<file path="src/rtl/adam_periph_spi_buf.sv">
// Stream buffer between the SPI register interface and the SPI phy.
// A TX FIFO feeds the phy, an RX FIFO collects phy frames for software.
// Both FIFOs report occupancy, support flush and freeze while paused.

module adam_periph_spi_buf_fifo #(
  parameter int DATA_WIDTH = 32,
  parameter int DEPTH      = 8
) (
  input  logic                    clk,
  input  logic                    rst,
  input  logic                    hold,
  input  logic                    flush,
  input  logic [DATA_WIDTH-1:0]   in_data,
  input  logic                    in_valid,
  output logic                    in_ready,
  output logic [DATA_WIDTH-1:0]   out_data,
  output logic                    out_valid,
  input  logic                    out_ready,
  output logic [$clog2(DEPTH):0]  count
);

  localparam int            AW   = $clog2(DEPTH);
  localparam logic [AW:0]   FULL = (AW+1)'(DEPTH);

  logic [DATA_WIDTH-1:0] mem [DEPTH];
  logic [AW-1:0]         wr_ptr;
  logic [AW-1:0]         rd_ptr;
  logic                  push;
  logic                  pop;

  // A full FIFO refuses pushes even when a pop happens in the same cycle.
  assign in_ready  = !rst && (count != FULL) && !hold && !flush;
  assign out_valid = !rst && (count != '0) && !hold;
  assign out_data  = mem[rd_ptr];
  assign push      = in_valid && in_ready;
  assign pop       = out_valid && out_ready;

  // Pointer and occupancy tracking; flush overrides any pop in the same cycle.
  always_ff @(posedge clk or posedge rst) begin
    if (rst) begin
      wr_ptr <= '0;
      rd_ptr <= '0;
      count  <= '0;
    end else if (flush) begin
      wr_ptr <= '0;
      rd_ptr <= '0;
      count  <= '0;
    end else begin
      if (push) wr_ptr <= wr_ptr + AW'(1);
      if (pop)  rd_ptr <= rd_ptr + AW'(1);
      case ({push, pop})
        2'b10:   count <= count + (AW+1)'(1);
        2'b01:   count <= count - (AW+1)'(1);
        default: count <= count;
      endcase
    end
  end

  // Storage write; data is never reset, occupancy decides what is live.
  always_ff @(posedge clk) begin
    if (push) mem[wr_ptr] <= in_data;
  end

endmodule

module adam_periph_spi_buf #(
  parameter int DATA_WIDTH = 32,
  parameter int TX_DEPTH   = 8,
  parameter int RX_DEPTH   = 8
) (
  input  logic                       clk,
  input  logic                       rst,
  input  logic                       pause_req,
  output logic                       pause_ack,
  input  logic                       tx_flush,
  input  logic                       rx_flush,
  input  logic                       overrun_clr,
  input  logic [DATA_WIDTH-1:0]      reg_tx_data,
  input  logic                       reg_tx_valid,
  output logic                       reg_tx_ready,
  output logic [DATA_WIDTH-1:0]      phy_tx_data,
  output logic                       phy_tx_valid,
  input  logic                       phy_tx_ready,
  input  logic [DATA_WIDTH-1:0]      phy_rx_data,
  input  logic                       phy_rx_valid,
  output logic                       phy_rx_ready,
  output logic [DATA_WIDTH-1:0]      reg_rx_data,
  output logic                       reg_rx_valid,
  input  logic                       reg_rx_ready,
  output logic [$clog2(TX_DEPTH):0]  tx_count,
  output logic [$clog2(RX_DEPTH):0]  rx_count,
  output logic                       tx_empty,
  output logic                       rx_full,
  output logic                       rx_overrun
);

  localparam int                 RAW     = $clog2(RX_DEPTH);
  localparam logic [RAW:0]       RX_FULL = (RAW+1)'(RX_DEPTH);

  typedef enum logic {RUN, PAUSED} pause_state_t;

  pause_state_t state_q;
  pause_state_t state_d;
  logic         paused;

  // Streams freeze as soon as a pause is requested and stay frozen until ack drops.
  assign paused   = pause_req || pause_ack;
  assign tx_empty = (tx_count == '0);
  assign rx_full  = (rx_count == RX_FULL);

  // Pause state register.
  always_ff @(posedge clk or posedge rst) begin
    if (rst) state_q <= RUN;
    else     state_q <= state_d;
  end

  // Pause next-state and acknowledge decode.
  always_comb begin
    state_d   = state_q;
    pause_ack = 1'b0;
    case (state_q)
      RUN:    if (pause_req)  state_d = PAUSED;
      PAUSED: begin
        pause_ack = 1'b1;
        if (!pause_req) state_d = RUN;
      end
      default: state_d = RUN;
    endcase
  end

  // Sticky overrun: a stalled phy frame wins over a coincident clear.
  always_ff @(posedge clk or posedge rst) begin
    if (rst)                         rx_overrun <= 1'b0;
    else if (phy_rx_valid && rx_full) rx_overrun <= 1'b1;
    else if (overrun_clr)            rx_overrun <= 1'b0;
  end

  adam_periph_spi_buf_fifo #(.DATA_WIDTH(DATA_WIDTH), .DEPTH(TX_DEPTH)) u_tx_fifo (
    .clk       (clk),
    .rst       (rst),
    .hold      (paused),
    .flush     (tx_flush),
    .in_data   (reg_tx_data),
    .in_valid  (reg_tx_valid),
    .in_ready  (reg_tx_ready),
    .out_data  (phy_tx_data),
    .out_valid (phy_tx_valid),
    .out_ready (phy_tx_ready),
    .count     (tx_count)
  );

  adam_periph_spi_buf_fifo #(.DATA_WIDTH(DATA_WIDTH), .DEPTH(RX_DEPTH)) u_rx_fifo (
    .clk       (clk),
    .rst       (rst),
    .hold      (paused),
    .flush     (rx_flush),
    .in_data   (phy_rx_data),
    .in_valid  (phy_rx_valid),
    .in_ready  (phy_rx_ready),
    .out_data  (reg_rx_data),
    .out_valid (reg_rx_valid),
    .out_ready (reg_rx_ready),
    .count     (rx_count)
  );

endmodule

</file>
<file path="config.mk">
export PLATFORM = sky130hd
export DESIGN_NAME = adam_periph_spi_buf
export DESIGN_NICKNAME = d
export VERILOG_FILES = /design/src/rtl/adam_periph_spi_buf.sv
export SDC_FILE = /design/constraint.sdc
export NUM_CORES = 1
export LEC_CHECK = 0
export ABC_CLOCK_PERIOD_IN_PS = 5700
export CORE_MARGIN = 1
export CORE_UTILIZATION = 45
export DETAILED_ROUTE_END_ITERATION = 10
export SYNTH_ARGS = -nofsm -noshare
export SYNTH_HDL_FRONTEND = slang
export SYNTH_SLANG_ARGS = --single-unit
</file>
<file path="constraint.sdc">
create_clock -name clk -period 5.7 [get_ports clk]
set_input_delay 1.425 -clock clk [delete_from_list [all_inputs] [get_ports clk]]
set_output_delay 1.425 -clock clk [all_outputs]
set_load 0.05 [all_outputs]
</file>
==> results.yml, run 1 <==
global_routing:
  grt_max_degree: 57
  antenna_found_initial: 5
  grt_usage_pct: 17.9
  grt.overflow.total: 0
  grt_pass1_wl_um: 61600
  grt_pass1_vias: 10067
setup_path:
  end_kind: "output pin"
  critPathLaunchType: "primary input"
  rr_startpoint: "state_q"
  ff2ff_setup_slack_ps: 2820
  cp.required_ps: 4280
  reg2reg_depth: 6
  path_class: "in2out"
  worstReg2RegEnd: "u_rx_fifo.mem[2][0]"
  cp_max_fo: 5
  arrival_ps: 3470
pwr:
  power_mw: 7.76
  power_leakage_nw: 7.65
  p_seq_share_pct: 55.6
  switching_share_pct: 20.0
  p_int_mw: 6.20
  power_frac_comb_pct: 2.4
  power_switching_mw: 1.55
  clkPwrFrac_pct: 42.1
  vdd_drop_max_v: 0.000256
  p_per_area_mw_per_mm2: 315
route:
  post_drt_wl_per_cell_um: 23.5
  vias_per_cell: 5.48
  ant_nets: 0
  route.detailed.drc: 0
  wirelength_um: 40400
  via_count: 9420
  drt_iter0_drc: 547
  dr.pass1.iters: 5
clock_tree:
  clkSinkCount: 534
  cts-root-buf: "clkbuf_16"
  cts_max_level: 2
  cts_tree: "built"
  cts.clk_slew.worst_paths_ps: 60
  post_cts_resized: 0
  postCtsHoldBufs: 0
  cts_made_buffers: 54
  post-cts-setup-buffer-count: 0
  cts_buffer_depth: 3
  clock_latency_ps: 620
hold_path:
  min_from: "rx_overrun"
  hold_path_end: "rx_overrun"
  hp-class: "reg2reg"
  hold_path_depth: 2
sta:
  rsz0062_at_grt: "false"
  drv_slew: 0
  fin_crit_ps: 4890
  worstMarginPinSlew_ps: 1100
  finalHoldViolCount: 0
  fmax_mhz: 204
  setup_violations: 0
  finalCritPeriodShare_pct: 85.8
  setup_ws_ps: 808
  relSlewSlack_pct: 26.6
  fin_skew_ps: 34.2
  fin_tns_setup_ps: 0
floorplan:
  die_area_mm2: 0.0465
  core_area_mm2: 0.0446
  die_x_um: 216
  row_count: 77
  die_h_um: 216
  initial_core_util_pct: 46.0
  io_pins: 154
synthesis:
  synthFlopType: "edfxtp_1"
  synth.area.top_cells: "edfxtp_1 (75%), mux4_2 (14%), mux2_2 (3.6%)"
  yosysWarnings: 0
  synth_nets: 972
  synth-seq-area-share_pct: 77.6
  ys_ff_latch: 534
  synth_top_area_share_pct: 74.9
  synth_edf_count: 512
  ys_types: 38
  synthesis.area_mm2: 0.0205
  synth_common_cells: "edfxtp_1 (512), mux4_2 (128), mux2_2 (65)"
  synth_area_leader_cell: "edfxtp_1"
  syn_inst: 888
  async_flop_share_pct: 4.12
  avgSynthCellArea_um2: 23.1
  synth_most_common_cell: "edfxtp_1"
place:
  routabilityCongestion: 0.708
  portBuffers: 153
  dp_hpwl_um: 22400
  dp_slack_ps: 822
cells_and_area:
  area_delta_synth_final_pct: 20.2
  antenna_cells: 0
  drive_gt1_share_pct: 28.3
  final_util_pct: 55.3
  nets: 1170
  fillerInstances: 3344
outcome:
  status: "completed"
run:
  drv_cap: 0
-- cells by family after synthesis --
logic type      synth area share [%]
flops                           77.6
mux                             17.8
simple gates                    2.13
buf+inv                        0.866
compound gates                 0.506
xor+xnor                       0.427
fa+ha+maj                      0.683
-- stage by stage --
stage	hold slack, ps	instance area (um^2)	std cells
2_1_floorplan	488	20500	888
3_3_place_gp	520	23000	1622
3_5_place_dp	538	23000	1622
4_1_cts	548	24700	1720
5_1_grt	568	24700	1720
6_report	540	24700	1720
-- placed cells by master (no fill, tap or decap), drive strengths merged, types with 2 or more instances in the layout --
cell type,instances
ha,8
nand3,3
clkdlybuf4s50,153
nor3b,3
and2,3
inv,5
nand2,16
nand2b,6
xor2,5
xnor2,5
a21oi,3
nand3b,2
nor2,27
nor4,2
clkinv,25
nor3,13
dfrtp,22
edfxtp,512
clkbuf,69
mux2,65
buf,28
mux2i,3
o21ai,5
a211oi,3
fa,2
mux4,128
nor4b,2
-- state kept, by name (all words and copies together), names as in the netlist --
signal and count:
rx_overrun 1, u_tx_fifo.wr_ptr 3, u_rx_fifo.rd_ptr 3, u_tx_fifo.rd_ptr 3, u_tx_fifo.mem 256, u_rx_fifo.count 4, state_q 1, u_rx_fifo.wr_ptr 3
u_rx_fifo.mem 256, u_tx_fifo.count 4
-- routing by layer --
metal	global-route usage, %	share of wire [%]	wire [um]
met5	0	0.12	49
met3	4.38	5.5	2220
met1	24.8	44	17900
met4	4.56	1.6	663
met2	28.5	49	19600
-- how the worst max path moves through the flow --
stage | from | end | slack (ps) | cells past startpoint
final | pause_req | reg_tx_ready | 810 | 4
after detailed placement | pause_req | reg_tx_ready | 820 | 4
after global placement | pause_req | reg_tx_ready | 830 | 4
after CTS | pause_req | reg_tx_ready | 800 | 4
after global routing | pause_req | reg_tx_ready | 760 | 4
after floorplan | pause_req | u_tx_fifo.mem[4][0] | -600 | 5
-- cell type report --
| cell class | count | area, um^2 | area share, % |
|---|---|---|---|
| flip-flops and latches | 534 | 15900 | 64.6 |
| repair buffers | 181 | 1800 | 7.32 |
| clock inverters | 29 | 211 | 0.857 |
| inverters | 3 | 11.3 | 0.0457 |
| clock buffers | 69 | 1430 | 5.79 |
| multi-input cells | 312 | 4530 | 18.4 |
| well taps | 592 | 741 | 3.00 |
-- critical path: stages --
cell,delay [ps]
clkdlybuf4s50_1,440
or3_4,430
a211oi_1,300
clkdlybuf4s50_1,860
-- power groups by stage --
stage	combinational, mW	sequential, mW	clock (mW)
after detailed placement	0.186	4.39	0
after CTS	0.187	4.31	3.36
after global routing	0.199	4.31	3.50
final	0.184	4.31	3.26
after global placement	0.182	4.39	0
after floorplan	0.0622	4.40	0
Power figures use the tool's default switching activity.
==> inputs of run 2 (changes only) <==
--- a/config.mk
+++ b/config.mk
@@ -5,10 +5,10 @@
 export SDC_FILE = /design/constraint.sdc
 export NUM_CORES = 1
 export LEC_CHECK = 0
-export ABC_CLOCK_PERIOD_IN_PS = 5700
 export CORE_MARGIN = 1
 export CORE_UTILIZATION = 45
 export DETAILED_ROUTE_END_ITERATION = 10
 export SYNTH_ARGS = -nofsm -noshare
 export SYNTH_HDL_FRONTEND = slang
 export SYNTH_SLANG_ARGS = --single-unit
+export TNS_END_PERCENT = 30
==> results of run 2 <==
No change in the layout: final DEF, timing and power equal those of run 1.
